`config.mk`:
```
export PLATFORM = sky130hd
export DESIGN_NAME = fetch_stage_flat
export DESIGN_NICKNAME = d
export VERILOG_FILES = /design/src/rtl/mips_pkg.sv /design/src/rtl/fetch_stage_if.sv /design/src/rtl/if_id_reg.sv /design/src/rtl/fetch_stage.sv /design/src/flat_wrapper.sv
export SDC_FILE = /design/constraint.sdc
export NUM_CORES = 1
export LEC_CHECK = 0
export CAP_MARGIN = 25
export CORE_UTILIZATION = 50
export DETAILED_ROUTE_END_ITERATION = 10
export PLACE_DENSITY = 0.88
export SLEW_MARGIN = 20
export SYNTH_ARGS = -nofsm -noshare
export SYNTH_HDL_FRONTEND = slang
export SYNTH_HIERARCHICAL = 1
export SYNTH_SLANG_ARGS = --single-unit
```
`constraint.sdc`:
```
create_clock -name clk -period 2.9 [get_ports clk]
set_input_delay 0.58 -clock clk [delete_from_list [all_inputs] [get_ports clk]]
set_output_delay 0.58 -clock clk [all_outputs]
set_load 0.03 [all_outputs]
```
`src/rtl/mips_pkg.sv`:
```
// Shared MIPS32 pipeline types and constants: PC width, bubble encoding,
// reset PC default and the IF/ID payload struct reused by decode.
package mips_pkg;

    localparam int unsigned PC_W    = 32;
    localparam int unsigned INSTR_W = 32;

    localparam logic [INSTR_W-1:0] NOP_INSTR = 32'h0000_0000;
    localparam logic [PC_W-1:0]    RESET_PC  = 32'h0000_0000;

    typedef struct packed {
        logic [INSTR_W-1:0] instr;
        logic [PC_W-1:0]    pc;
        logic [PC_W-1:0]    pc_plus4;
        logic               valid;
        logic               fault;
    } if_id_t;

endpackage

```
`src/rtl/fetch_stage_if.sv`:
```
// Fetch-stage bus: hazard/redirect controls, instruction-memory port and IF/ID outputs.
interface fetch_stage_if #(
    parameter int unsigned IMEM_AW = 8
);
    import mips_pkg::*;

    logic                stall;
    logic                flush;
    logic                redirect_valid;
    logic [PC_W-1:0]     redirect_pc;
    logic [IMEM_AW-1:0]  imem_addr;
    logic [INSTR_W-1:0]  imem_data;
    logic [INSTR_W-1:0]  if_id_instr;
    logic [PC_W-1:0]     if_id_pc;
    logic [PC_W-1:0]     if_id_pc_plus4;
    logic                if_id_valid;
    logic                if_id_fault;

    modport master (
        input  stall, flush, redirect_valid, redirect_pc, imem_data,
        output imem_addr, if_id_instr, if_id_pc, if_id_pc_plus4, if_id_valid, if_id_fault
    );

    modport slave (
        output stall, flush, redirect_valid, redirect_pc, imem_data,
        input  imem_addr, if_id_instr, if_id_pc, if_id_pc_plus4, if_id_valid, if_id_fault
    );

endinterface

```
`src/rtl/if_id_reg.sv`:
```
// IF/ID pipeline register with hold (stall) and bubble-load (flush/redirect) controls.
module if_id_reg
    import mips_pkg::*;
#(
    parameter logic [INSTR_W-1:0] NOP_INSTR = mips_pkg::NOP_INSTR
) (
    input  logic   clk,
    input  logic   reset,
    input  logic   hold,
    input  logic   bubble,
    input  if_id_t d,
    output if_id_t q
);

    // Bubble keeps the pc fields of the squashed slot for exception/debug visibility.
    always_ff @(posedge clk) begin
        if (reset) begin
            q <= '{instr: NOP_INSTR, pc: '0, pc_plus4: '0, valid: 1'b0, fault: 1'b0};
        end else if (bubble) begin
            q <= '{instr: NOP_INSTR, pc: d.pc, pc_plus4: d.pc_plus4, valid: 1'b0, fault: 1'b0};
        end else if (!hold) begin
            q <= d;
        end
    end

endmodule

```
`src/rtl/fetch_stage.sv`:
```
// MIPS32 instruction-fetch stage: PC, next-PC selection and IF/ID capture.
// Optional FETCH_PERF_CNT_EN adds fetch_count / bubble_count outputs.
module fetch_stage
    import mips_pkg::*;
#(
    parameter logic [PC_W-1:0]    RESET_PC  = mips_pkg::RESET_PC,
    parameter int unsigned        IMEM_AW   = 8,
    parameter logic [INSTR_W-1:0] NOP_INSTR = mips_pkg::NOP_INSTR
) (
    input  logic                 clk,
    input  logic                 reset,
    fetch_stage_if.master        bus
`ifdef FETCH_PERF_CNT_EN
    ,
    output logic [31:0]          fetch_count,
    output logic [31:0]          bubble_count
`endif
);

    logic [PC_W-1:0] pc;
    logic [PC_W-1:0] pc_plus4_c;
    logic [PC_W-1:0] pc_next_c;
    logic            out_of_range_c;
    logic            bubble_c;
    if_id_t          fetch_c;
    if_id_t          if_id_q;

    assign pc_plus4_c     = pc + PC_W'(4);
    assign out_of_range_c = |pc[PC_W-1:IMEM_AW+2];
    assign bubble_c       = bus.redirect_valid | bus.flush;
    assign bus.imem_addr  = pc[IMEM_AW+1:2];

    // Redirect beats stall; redirect target is forced word-aligned.
    always_comb begin
        pc_next_c = pc_plus4_c;
        if (bus.redirect_valid) begin
            pc_next_c = bus.redirect_pc & ~PC_W'(3);
        end else if (bus.stall) begin
            pc_next_c = pc;
        end
    end

    always_ff @(posedge clk) begin
        if (reset) begin
            pc <= RESET_PC;
        end else begin
            pc <= pc_next_c;
        end
    end

    always_comb begin
        fetch_c          = '0;
        fetch_c.instr    = out_of_range_c ? NOP_INSTR : bus.imem_data;
        fetch_c.pc       = pc;
        fetch_c.pc_plus4 = pc_plus4_c;
        fetch_c.valid    = 1'b1;
        fetch_c.fault    = out_of_range_c;
    end

    if_id_reg #(
        .NOP_INSTR (NOP_INSTR)
    ) u_if_id_reg (
        .clk    (clk),
        .reset  (reset),
        .hold   (bus.stall),
        .bubble (bubble_c),
        .d      (fetch_c),
        .q      (if_id_q)
    );

    assign bus.if_id_instr    = if_id_q.instr;
    assign bus.if_id_pc       = if_id_q.pc;
    assign bus.if_id_pc_plus4 = if_id_q.pc_plus4;
    assign bus.if_id_valid    = if_id_q.valid;
    assign bus.if_id_fault    = if_id_q.fault;

`ifdef FETCH_PERF_CNT_EN
    // Counts mirror the IF/ID load decision: bubble, real load, or hold.
    always_ff @(posedge clk) begin
        if (reset) begin
            fetch_count  <= '0;
            bubble_count <= '0;
        end else if (bubble_c) begin
            bubble_count <= bubble_count + 32'd1;
        end else if (!bus.stall) begin
            fetch_count  <= fetch_count + 32'd1;
        end
    end
`endif

endmodule

```
`src/flat_wrapper.sv`:
```
// flat-port wrapper written by rule: the top's interface ports become plain ports
module fetch_stage_flat import mips_pkg::*;
#(
    parameter logic [PC_W-1:0]    RESET_PC  = mips_pkg::RESET_PC,
    parameter int unsigned        IMEM_AW   = 8,
    parameter logic [INSTR_W-1:0] NOP_INSTR = mips_pkg::NOP_INSTR
)
  (clk, reset, bus_stall, bus_flush, bus_redirect_valid, bus_redirect_pc, bus_imem_data, bus_imem_addr, bus_if_id_instr, bus_if_id_pc, bus_if_id_pc_plus4, bus_if_id_valid, bus_if_id_fault);
  fetch_stage_if #(.IMEM_AW(IMEM_AW)) bus_i ();
  input  logic clk;
  input  logic reset;
  input wire logic [$bits(bus_i.stall)-1:0] bus_stall;
  input wire logic [$bits(bus_i.flush)-1:0] bus_flush;
  input wire logic [$bits(bus_i.redirect_valid)-1:0] bus_redirect_valid;
  input wire logic [$bits(bus_i.redirect_pc)-1:0] bus_redirect_pc;
  input wire logic [$bits(bus_i.imem_data)-1:0] bus_imem_data;
  output wire logic [$bits(bus_i.imem_addr)-1:0] bus_imem_addr;
  output wire logic [$bits(bus_i.if_id_instr)-1:0] bus_if_id_instr;
  output wire logic [$bits(bus_i.if_id_pc)-1:0] bus_if_id_pc;
  output wire logic [$bits(bus_i.if_id_pc_plus4)-1:0] bus_if_id_pc_plus4;
  output wire logic [$bits(bus_i.if_id_valid)-1:0] bus_if_id_valid;
  output wire logic [$bits(bus_i.if_id_fault)-1:0] bus_if_id_fault;
  assign bus_i.stall = bus_stall;
  assign bus_i.flush = bus_flush;
  assign bus_i.redirect_valid = bus_redirect_valid;
  assign bus_i.redirect_pc = bus_redirect_pc;
  assign bus_i.imem_data = bus_imem_data;
  assign bus_imem_addr = bus_i.imem_addr;
  assign bus_if_id_instr = bus_i.if_id_instr;
  assign bus_if_id_pc = bus_i.if_id_pc;
  assign bus_if_id_pc_plus4 = bus_i.if_id_pc_plus4;
  assign bus_if_id_valid = bus_i.if_id_valid;
  assign bus_if_id_fault = bus_i.if_id_fault;
  fetch_stage #(.RESET_PC(RESET_PC), .IMEM_AW(IMEM_AW), .NOP_INSTR(NOP_INSTR)) u_core (.clk(clk), .reset(reset), .bus(bus_i));
endmodule
```
### Yosys cells after proc, flatten, opt, wreduce, memory -nomap -nowiden

Cells that the tools add are included.

* multiply operators: 0
* shift operators: 0
* bitwise gates (word level): 1
* reductions and logical operators: 3
* mux-type cells: 5
* $lt $le $gt $ge: 0
* add/subtract/negate cells: 1
* equal/unequal tests: 2
* divide/modulo/power cells: 0

Operators by type and width (count)
* two-way mux 66 bit: 2
* two-way mux 32 bit: 3
* adder 32 x 3 -> 32 bit, second input constant: 1
* OR reduction 22 bit: 1
* inequality test 2 x 1 -> 1 bit, second input constant: 2
* OR reduction 2 bit: 2
* bitwise OR 1 bit: 1

* memory bits (writable): 0
* latch bits: 0
* memories: 0
* bits in read-only memories: 0
* register bits: 130
* output and inout port bits: 106
* bits of input ports: 69

### Depth between registers and ports, before layout

Gate-level depths: netlist (run 1).

* depth in word-level cells: 3
* gate-level depth with buffers: 8
* gate-level depth less buffers: 7

### By module

Netlist (run 1), hierarchy kept.

Modules (own cells, without submodules)
* if_id_reg: cells an instance 403, times used 1, area each 4120.2 sq um
* fetch_stage: cells an instance 356, times used 1, area each 2612.5 sq um

### Worst setup path before layout (run 1)

Ideal clock, no wire load.

* kind: in2reg
* start point: input bus_redirect_valid
* end point: register u_core/u_if_id_reg/q[0] in the netlist's numbering
* path slack: 0.868 ns
* stages: 8
* data arrival time: 1.968 ns
* setup time: 0.065 ns
* cells stage by stage: clkbuf_1 clkbuf_1 or2_2 buf_6 or2_1 buf_6 buf_6 nor2_1

* cells in the longest elaborated chain, start to end: 2

RTL lines
* start: declaration: line flat_wrapper.sv:14 `input wire logic [$bits(bus_i.redirect_valid)-1:0] bus_redirect_valid;`
* bitwise OR 1 bit: line fetch_stage.sv:30 `assign bubble_c = bus.redirect_valid | bus.flush;`
* named net u_core.bubble_c: line fetch_stage.sv:24 `logic bubble_c;`
* OR reduction 2 bit (no source line)
* end signal: assignment: line if_id_reg.sv:18 `q <= '{instr: NOP_INSTR, pc: '0, pc_plus4: '0, valid: 1'b0, fault: 1'b0};`
* end signal: assignment: line if_id_reg.sv:20 `q <= '{instr: NOP_INSTR, pc: d.pc, pc_plus4: d.pc_plus4, valid: 1'b0, fault: 1'b0};`
* end: declaration: line if_id_reg.sv:12 `output if_id_t q`

The timed path passes the listed nets, and every way through them passes these cells.
A chain may end at the register's enable or synchronous reset.

### Final worst setup path (run 1)

* start point: register u_core.pc[11]
* end point: register u_core.pc[20]

* cells in the longest elaborated chain, start to end: 3

RTL lines
* start: declaration: line fetch_stage.sv:20 `logic [PC_W-1:0] pc;`
* start signal: assignment: line fetch_stage.sv:47 `pc <= pc_next_c;`
* adder 32 x 3 -> 32 bit: line fetch_stage.sv:28 `assign pc_plus4_c = pc + PC_W'(4);`
* two-way mux 32 bit: line fetch_stage.sv:38 `end else if (bus.stall) begin`
* two-way mux 32 bit: line fetch_stage.sv:36 `if (bus.redirect_valid) begin`

No other way between the ends. The select of a mux whose other input is x is not followed.

==> results of run 1 <==
[worst max-delay path, stage by stage, from the launching register on]
cell,delay [ns]
dfxtp_1,0.60
nand4_1,0.35
or4_1,0.69
or3_1,0.39
a311oi_1,0.27
[power breakdown]
group	total [W]	internal (W)	switching, W
registers	0.00195	0.00184	0.000109
clock network	0.00218	0.00145	0.000733
logic	0.000633	0.000311	0.000323
total	0.00476	0.00359	0.00116
[Yosys cell counts, types with 3 or more instances]
cell         n
a21oi_1      4
inv_1       10
and2_1      32
nor4_1      12
dfxtp_1    128
nand2b_1    65
buf_2       12
nor2b_1      5
buf_1        8
nor2_1      71
buf_4       16
o21ai_1     60
a311oi_1    12
buf_6        6
a2111oi_0    4
and4_1       5
a211oi_1    13
xor2_1      14
nand4_1     14
nand3_1     12
nand4bb_1   65
or4_1        5
xnor2_1     27
o21ai_0     10
mux2i_1     35
nand2_1     23
and3_1       3
clkbuf_1    43
or3_1        7
nor3_1      10
[sequential cells by signal, indices dropped and copies added (netlist names)]
register	flops
u_core/u_if_id_reg/q	98
u_core/pc	30
[layout make-up]
cell class	count	area share
multi-input combinational	537	0.4111
sequential	128	0.2840
timing repair buffer	193	0.2091
clock buffer	23	0.05519
tap	176	0.02440
clock inverter	6	0.01165
inverter	11	0.004576
[kinds of logic after synthesis]
kind of cell / after synthesis
other: 2
buffers and inverters: 97
XOR/XNOR: 41
adder cells (fa/ha/maj): 1
flip-flops: 128
AO/OA/AOI/OAI: 111
multiplexers: 35
AND/OR/NAND/NOR: 344
[per-stage QoR]
stage / cells / util / hold WS (ns)
2_1_floorplan: 762 / - / 0.4389
3_3_place_gp: 1045 / 0.6384 / 0.4734
3_5_place_dp: 1045 / 0.6384 / 0.4795
4_1_cts: 1074 / 0.6841 / 0.4895
5_1_grt: 1074 / 0.6841 / 0.5043
6_report: 1074 / 0.6841 / 0.4912
[metal layers]
metal  global-route usage  vias up  routed length, um
li1                     -     2925                  -
met1               0.3246     2825               7863
met2               0.4235      289               8648
met3              0.06541       54               1239
met4               0.1282        0                627
met5                    0        -                  0
[path summary, 6_finish.rpt]
kind,from,to,slack (ns),cells after the start
hold / removal,u_core/u_if_id_reg/q[45],u_core/u_if_id_reg/q[45],0.49,2
setup reg to reg,u_core/pc[11],u_core/pc[20],0.51,4
setup / recovery,u_core/pc[11],u_core/pc[20],0.51,4
hold reg to reg,u_core/u_if_id_reg/q[45],u_core/u_if_id_reg/q[45],0.49,2
==> metrics.md, run 1 <==
| Metric | Value |
|---|---|
| Status | finished, final reports clean |
| Vias | about 6000 |
| Largest family of logic cells by synthesized area | simple AND/OR/NAND/NOR gates |
| # diodes | 0 |
| Clock slew at reported path FFs | 0.05 ns |
| Rows | 42 |
| Wirelength per Cell | between 15 and 20 um |
| All-Layer GR Usage | 0.2621 |
| HPWL after DPL | between 10000 and 15000 um |
| Largest cells by area after synthesis | dfxtp_1 (38%), nand4bb_1 (11%), nand2b_1 (6.0%), mux2i_1 (5.2%), o21ai_1 (4.5%) |
| Area Overhead vs Synth | 34.03% |
| Multi-input logic area | around 3700 um^2 |
| Worst VDD drop | between 0.0004 and 0.0005 V |
| Final Cell Area | ~9000 um^2 |
| Post-DP Area | 8421 um^2 |
| Synth Warn # | 6 |
| Adder-Cell Fraction of Synth Area | 0.001858 |
| Post-synth ARST share | 0 |
| FF+latch count, synth | roughly 130 |
| CTS tree | built |
| Least-Margin Pin Slew | ~0.67 ns |
| Clk Latency, worst-skew pair | 0.41 ns |
| Total Power | between 0.004 and 0.005 W |
| Die Ht | ~120 um |
| Via/cell ratio | roughly 5.7 |
| Pre-antenna DRT Iters | 6 |
| Starting Density | 0.5104 |
| Post-synthesis simple-gate area fraction | 0.3392 |
| Slew headroom | 0.5517 |
| Final setup vio count | 0 |
| Register Area | roughly 2600 um^2 |
| Die Area | between 10000 and 15000 um^2 |
| Tcrit/Tclk final | 0.8258 |
| DR iter-0 viols | roughly 420 |
| Hold crit path type | reg2reg |
| Setup TNS | 0 ns |
| ANT nets after route | 0 |
| Placer Congestion | about 0.85 |
| Top cell type's share of synthesized area | 0.3806 |
| Largest net degree at the start of global routing | 110 |
| Clock Tree Buf Depth | 2 |
| Minimum clock period | about 2.4 ns |
| Syn_area_per_cell | 8.870 um^2 |
| Vias in the first global route | between 5000 and 6000 |
| Core region area | between 10000 and 15000 um^2 |
| TritonCTS buffer count | 17 |
| Worst-path fanout max | 9 |
| RSZ-0062 raised after global routing | no |
| Port Buffers | approximately 170 |
| Share of the synthesized netlist area taken by xor and xnor gates | 0.05334 |
| Setup bufs post-CTS | 0 |
| Sink Count | between 100 and 150 |
| Startpoint types | register |
| Cell area after synthesis | roughly 6700 um^2 |
| Req. time, crit path | about 3.2 ns |
| Initial antenna violation count | 0 |
| Crit. End Element | register |
| Layout fillers | ~1000 |
| Final nets | roughly 960 |
| WS Path Type | reg2reg |
| First-pass GRT wire length | between 20000 and 30000 um |
| GRT overflow | 0 |
| Mux contribution to synthesized area | 0.05203 |
| Commonest cells after routing, fill and taps aside | clkdlybuf4s50_1 (170), dfxtp_1 (128), nor2_1 (71) |
| Ys flop type | dfxtp_1 |
| Compound-Gate Fraction of Synth Area | 0.09980 |
| Sequential share of the synthesized area | 0.3806 |
| Leakage | around 3.2 nW |
| Max cap viols | 0 |
| Hold_buf cts | 0 |
| Slew Viols, Final | 0 |
| Dominant cell type by area after synthesis | dfxtp_1 |
| Syn Inst Count | between 700 and 800 |
| H-tree levels | 4 |
| Post-synth EDFFs | 0 |
| Commonest non-fill, non-tap cell in the layout | clkdlybuf4s50_1 |
| # IOs | 175 |
| Final WS setup | a little over 0.5 ns |
| Clock Skew | approximately 0.0072 ns |
| Final Hold Fails | 0 |
| Fmax achieved | around 420 MHz |
| Worst EP arrival | 2.71 ns |
| Residual DRC count | 0 |
| Place WS | ~0.52 ns |
| Clock Tree Root | clkbuf_16 |
| Routed wire length | approximately 18000 um |
| Power per cell area | 527.5 nW/um^2 |
| Die width | ~120 um |
| PostCTS Resize Cnt | 0 |
| Fraction of layout cells with a size suffix above 1 | 0.06570 |
| Yosys cell types | 50 |
Power figures use the tool's default switching activity.
==> inputs of run 2 (changes only) <==
--- a/config.mk
+++ b/config.mk
@@ -6,9 +6,9 @@
 export NUM_CORES = 1
 export LEC_CHECK = 0
 export CAP_MARGIN = 25
-export CORE_UTILIZATION = 50
+export CORE_UTILIZATION = 45
 export DETAILED_ROUTE_END_ITERATION = 10
-export PLACE_DENSITY = 0.88
+export PLACE_DENSITY = 0.84
 export SLEW_MARGIN = 20
 export SYNTH_ARGS = -nofsm -noshare
 export SYNTH_HDL_FRONTEND = slang
==> constraint.sdc (replaced) <==
create_clock -name clk -period 2.19 [get_ports clk]
set_input_delay 0.438 -clock clk [delete_from_list [all_inputs] [get_ports clk]]
set_output_delay 0.438 -clock clk [all_outputs]
set_load 0.03 [all_outputs]
==> metrics.md, run 2 (synthesis gave the netlist of run 1 again) <==
| Metric | Value |
|---|---|
| Setup TNS | 0 ns (unchanged) |
| Crit path cell chain | buf_4, clkdlybuf4s50_1 |
| Slew Viols, Final | 0 (unchanged) |
| HPWL after DPL | 13210 um (+7.8%) |
| Most flops, register | u_core/u_if_id_reg/q |
| Final WS setup | 0.08933 ns (-0.4157 ns) |
| Max cap viols | 0 (unchanged) |
| R2R depth | 4 (unchanged) |
| Final nets | 997 (+4.1%) |
| R2R Setup Slk | 0.11 ns (-0.40 ns) |
| Max reg flops | 98 (unchanged) |
| Worst stage delay on the critical path | 0.67 ns (-0.02 ns) |
| Die Ht | 124.3 um (+5.3%) |
| Req. time, crit path | 1.75 ns (-1.47 ns) |
| Final setup vio count | 0 (unchanged) |
| H-tree levels | 4 (unchanged) |
| Slew headroom | 0.6238 (+0.07204) |
| Minimum clock period | 2.101 ns |
| Non-Filler Instances | 1124 (+4.7%) |
| Clock Tree Buf Depth | 2 (unchanged) |
| Place WS | 0.05169 ns (-0.4712 ns) |
| ANT nets after route | 0 (unchanged) |
| Depth of the worst hold-timing path | 2 (unchanged) |
| Hold path startpoint | u_core/u_if_id_reg/q[4] |
| Grt peak-use layer | met2 |
| Cell Count Post-Placement | 1092 (+4.5%) |
| Worst-path fanout max | 5 (-4) |
| TritonCTS buffer count | 17 (unchanged) |
| Wirelength per Cell | 17.12 um (about the same) |
| Setup bufs post-CTS | 0 (unchanged) |
| Clock Tree Root | clkbuf_16 |
| Worst VDD drop | 0.0006625 V (+65%) |
| Vias | 6135 (+0.69%) |
| All-Layer GR Usage | 0.2485 (-0.01365) |
| Vias in the first global route | 5873 (+3.3%) |
| Crit. Startpoint | u_core/pc[2] |
| Crit. End Element | output port |
| Hold crit path type | reg2reg |
| Leakage | 3.450 nW (+6.8%) |
| Commonest cells after routing, fill and taps aside | clkdlybuf4s50_1 (170), dfxtp_1 (128), nor2_1 (71) |
| # IOs | 175 (unchanged) |
| Least-Margin Pin Slew | 0.5644 ns (-0.1081 ns) |
| Clock slew at reported path FFs | 0.06 ns (about the same) |
| Layout fillers | 1156 (+16%) |
| CTS tree | built |
| Starting Density | 0.4615 (-0.04894) |
| RSZ-0062 raised after global routing | no |
| Biggest regs | u_core/u_if_id_reg/q (98), u_core/pc (30) |
| Die Area | 15450 um^2 (+11%) |
| Fraction of layout cells with a size suffix above 1 | 0.1085 (+0.04281) |
| Via/cell ratio | 5.458 (-3.8%) |
| RR Endpoint | u_core/pc[25] |
| Pre-antenna DRT Iters | 5 (-1) |
| GRT overflow | 0 (unchanged) |
| Tcrit/Tclk final | 0.9592 |
| Status | finished, final reports clean |
| DR iter-0 viols | 458 (+9.8%) |
| Port Buffers | 172 (unchanged) |
| Routed wire length | 19240 um (+4.7%) |
| Worst EP arrival | 1.66 ns (-1.05 ns) |
| Clock Skew | 0.007165 ns (+0.000006690 ns) |
| Commonest non-fill, non-tap cell in the layout | clkdlybuf4s50_1 |
| Area Overhead vs Synth | 40.35% |
| WS Path Type | reg2out |
| Placer Congestion | 0.9036 (+5.8%) |
| Core region area | 14590 um^2 (+11%) |
| Hold endpoint | u_core/u_if_id_reg/q[4] |
| Startpoint types | register |
| Largest net degree at the start of global routing | 82 (-25%) |
| Crit-path slowest cell | clkdlybuf4s50_1 |
| # diodes | 0 (unchanged) |
| First-pass GRT wire length | 30710 um (+5.4%) |
| GR Util met3 | 0.05369 (-0.01171) |
| Rows | 44 (+4.8%) |
| Met1 usage | 0.3164 (-0.008252) |
| Die width | 124.3 um (+5.3%) |
| Sink Count | 128 (unchanged) |
| Final Hold Fails | 0 (unchanged) |
| Register Area | 2562 um^2 (unchanged) |
| Power per cell area | 705.8 nW/um^2 (+34%) |
| Reg2reg start | u_core/pc[11] |
| M2 GR Usage | 0.4001 (-0.02346) |
| Residual DRC count | 0 (unchanged) |
| Clk Latency, worst-skew pair | 0.42 ns (about the same) |
| Fmax achieved | around 480 MHz |
| Initial antenna violation count | 0 (unchanged) |
| Multi-input logic area | 3719 um^2 (+0.24%) |
[run 2: cell count changes in the layout (fill, tap and decap cells not counted), moves of 3 or more]
cell | before | now
bufinv_16 | 3 | 6
buf_12 | 1 | 5
buf_4 | 22 | 57
clkbuf_8 | 5 | 0
clkinvlp_4 | 0 | 5
[run 2: repair_timing]
item	CTS	global route
gates resized for setup	0	1
hold buffers	0	0
endpoints found under the setup margin	0	11
[run 2: per-layer routing]
layer  up-vias  wire [um]
li1       3004          -
met1      2839       8532
met2       249       8992
met3        43       1124
met4         0        592
met5         -          0
[run 2: area by class of cell]
| cell class | instances | share of cell area |
|---|---|---|
| repair buffers | 232 | 0.2360 |
| flip-flops and latches | 128 | 0.2712 |
| well taps | 184 | 0.02436 |
| multi-input cells | 537 | 0.3935 |
| clock buffers | 17 | 0.04502 |
| clock inverters | 15 | 0.02556 |
| inverters | 11 | 0.004370 |
[run 2: metrics by stage]
step	hold slack, ns	util	cell area (um^2)	power [W]
after floorplan	0.4389	-	6744	0.003105
after global placement	0.4727	0.6014	8773	0.003499
after detailed placement	0.4786	0.6014	8773	0.003511
after CTS	0.4887	0.6471	9440	0.006703
after global routing	0.5099	0.6477	9449	0.006880
final	0.4878	0.6477	9449	0.006669
[run 2: worst max path at each step]
stage               slack [ns]                  endpoint
floorplan                 0.16  u_core/u_if_id_reg/q[88]
global placement          0.10             u_core/pc[23]
detailed placement        0.05             u_core/pc[25]
CTS                       0.07          bus_imem_addr[2]
global route             0.007             u_core/pc[25]
finish                    0.09          bus_imem_addr[0]
[run 2: power breakdown]
part / switching [W] / internal, W / total, W
sequential: 0.0000915 / 0.00243 / 0.00252
combinational: 0.000494 / 0.000460 / 0.000954
clock: 0.00107 / 0.00213 / 0.00319
total: 0.00165 / 0.00502 / 0.00667
[run 2: critical path: cells and delay by family (launching register included)]
kind | cells | cell delay [ns]
buffers and inverters | 2 | 0.85
flip-flops | 1 | 0.40
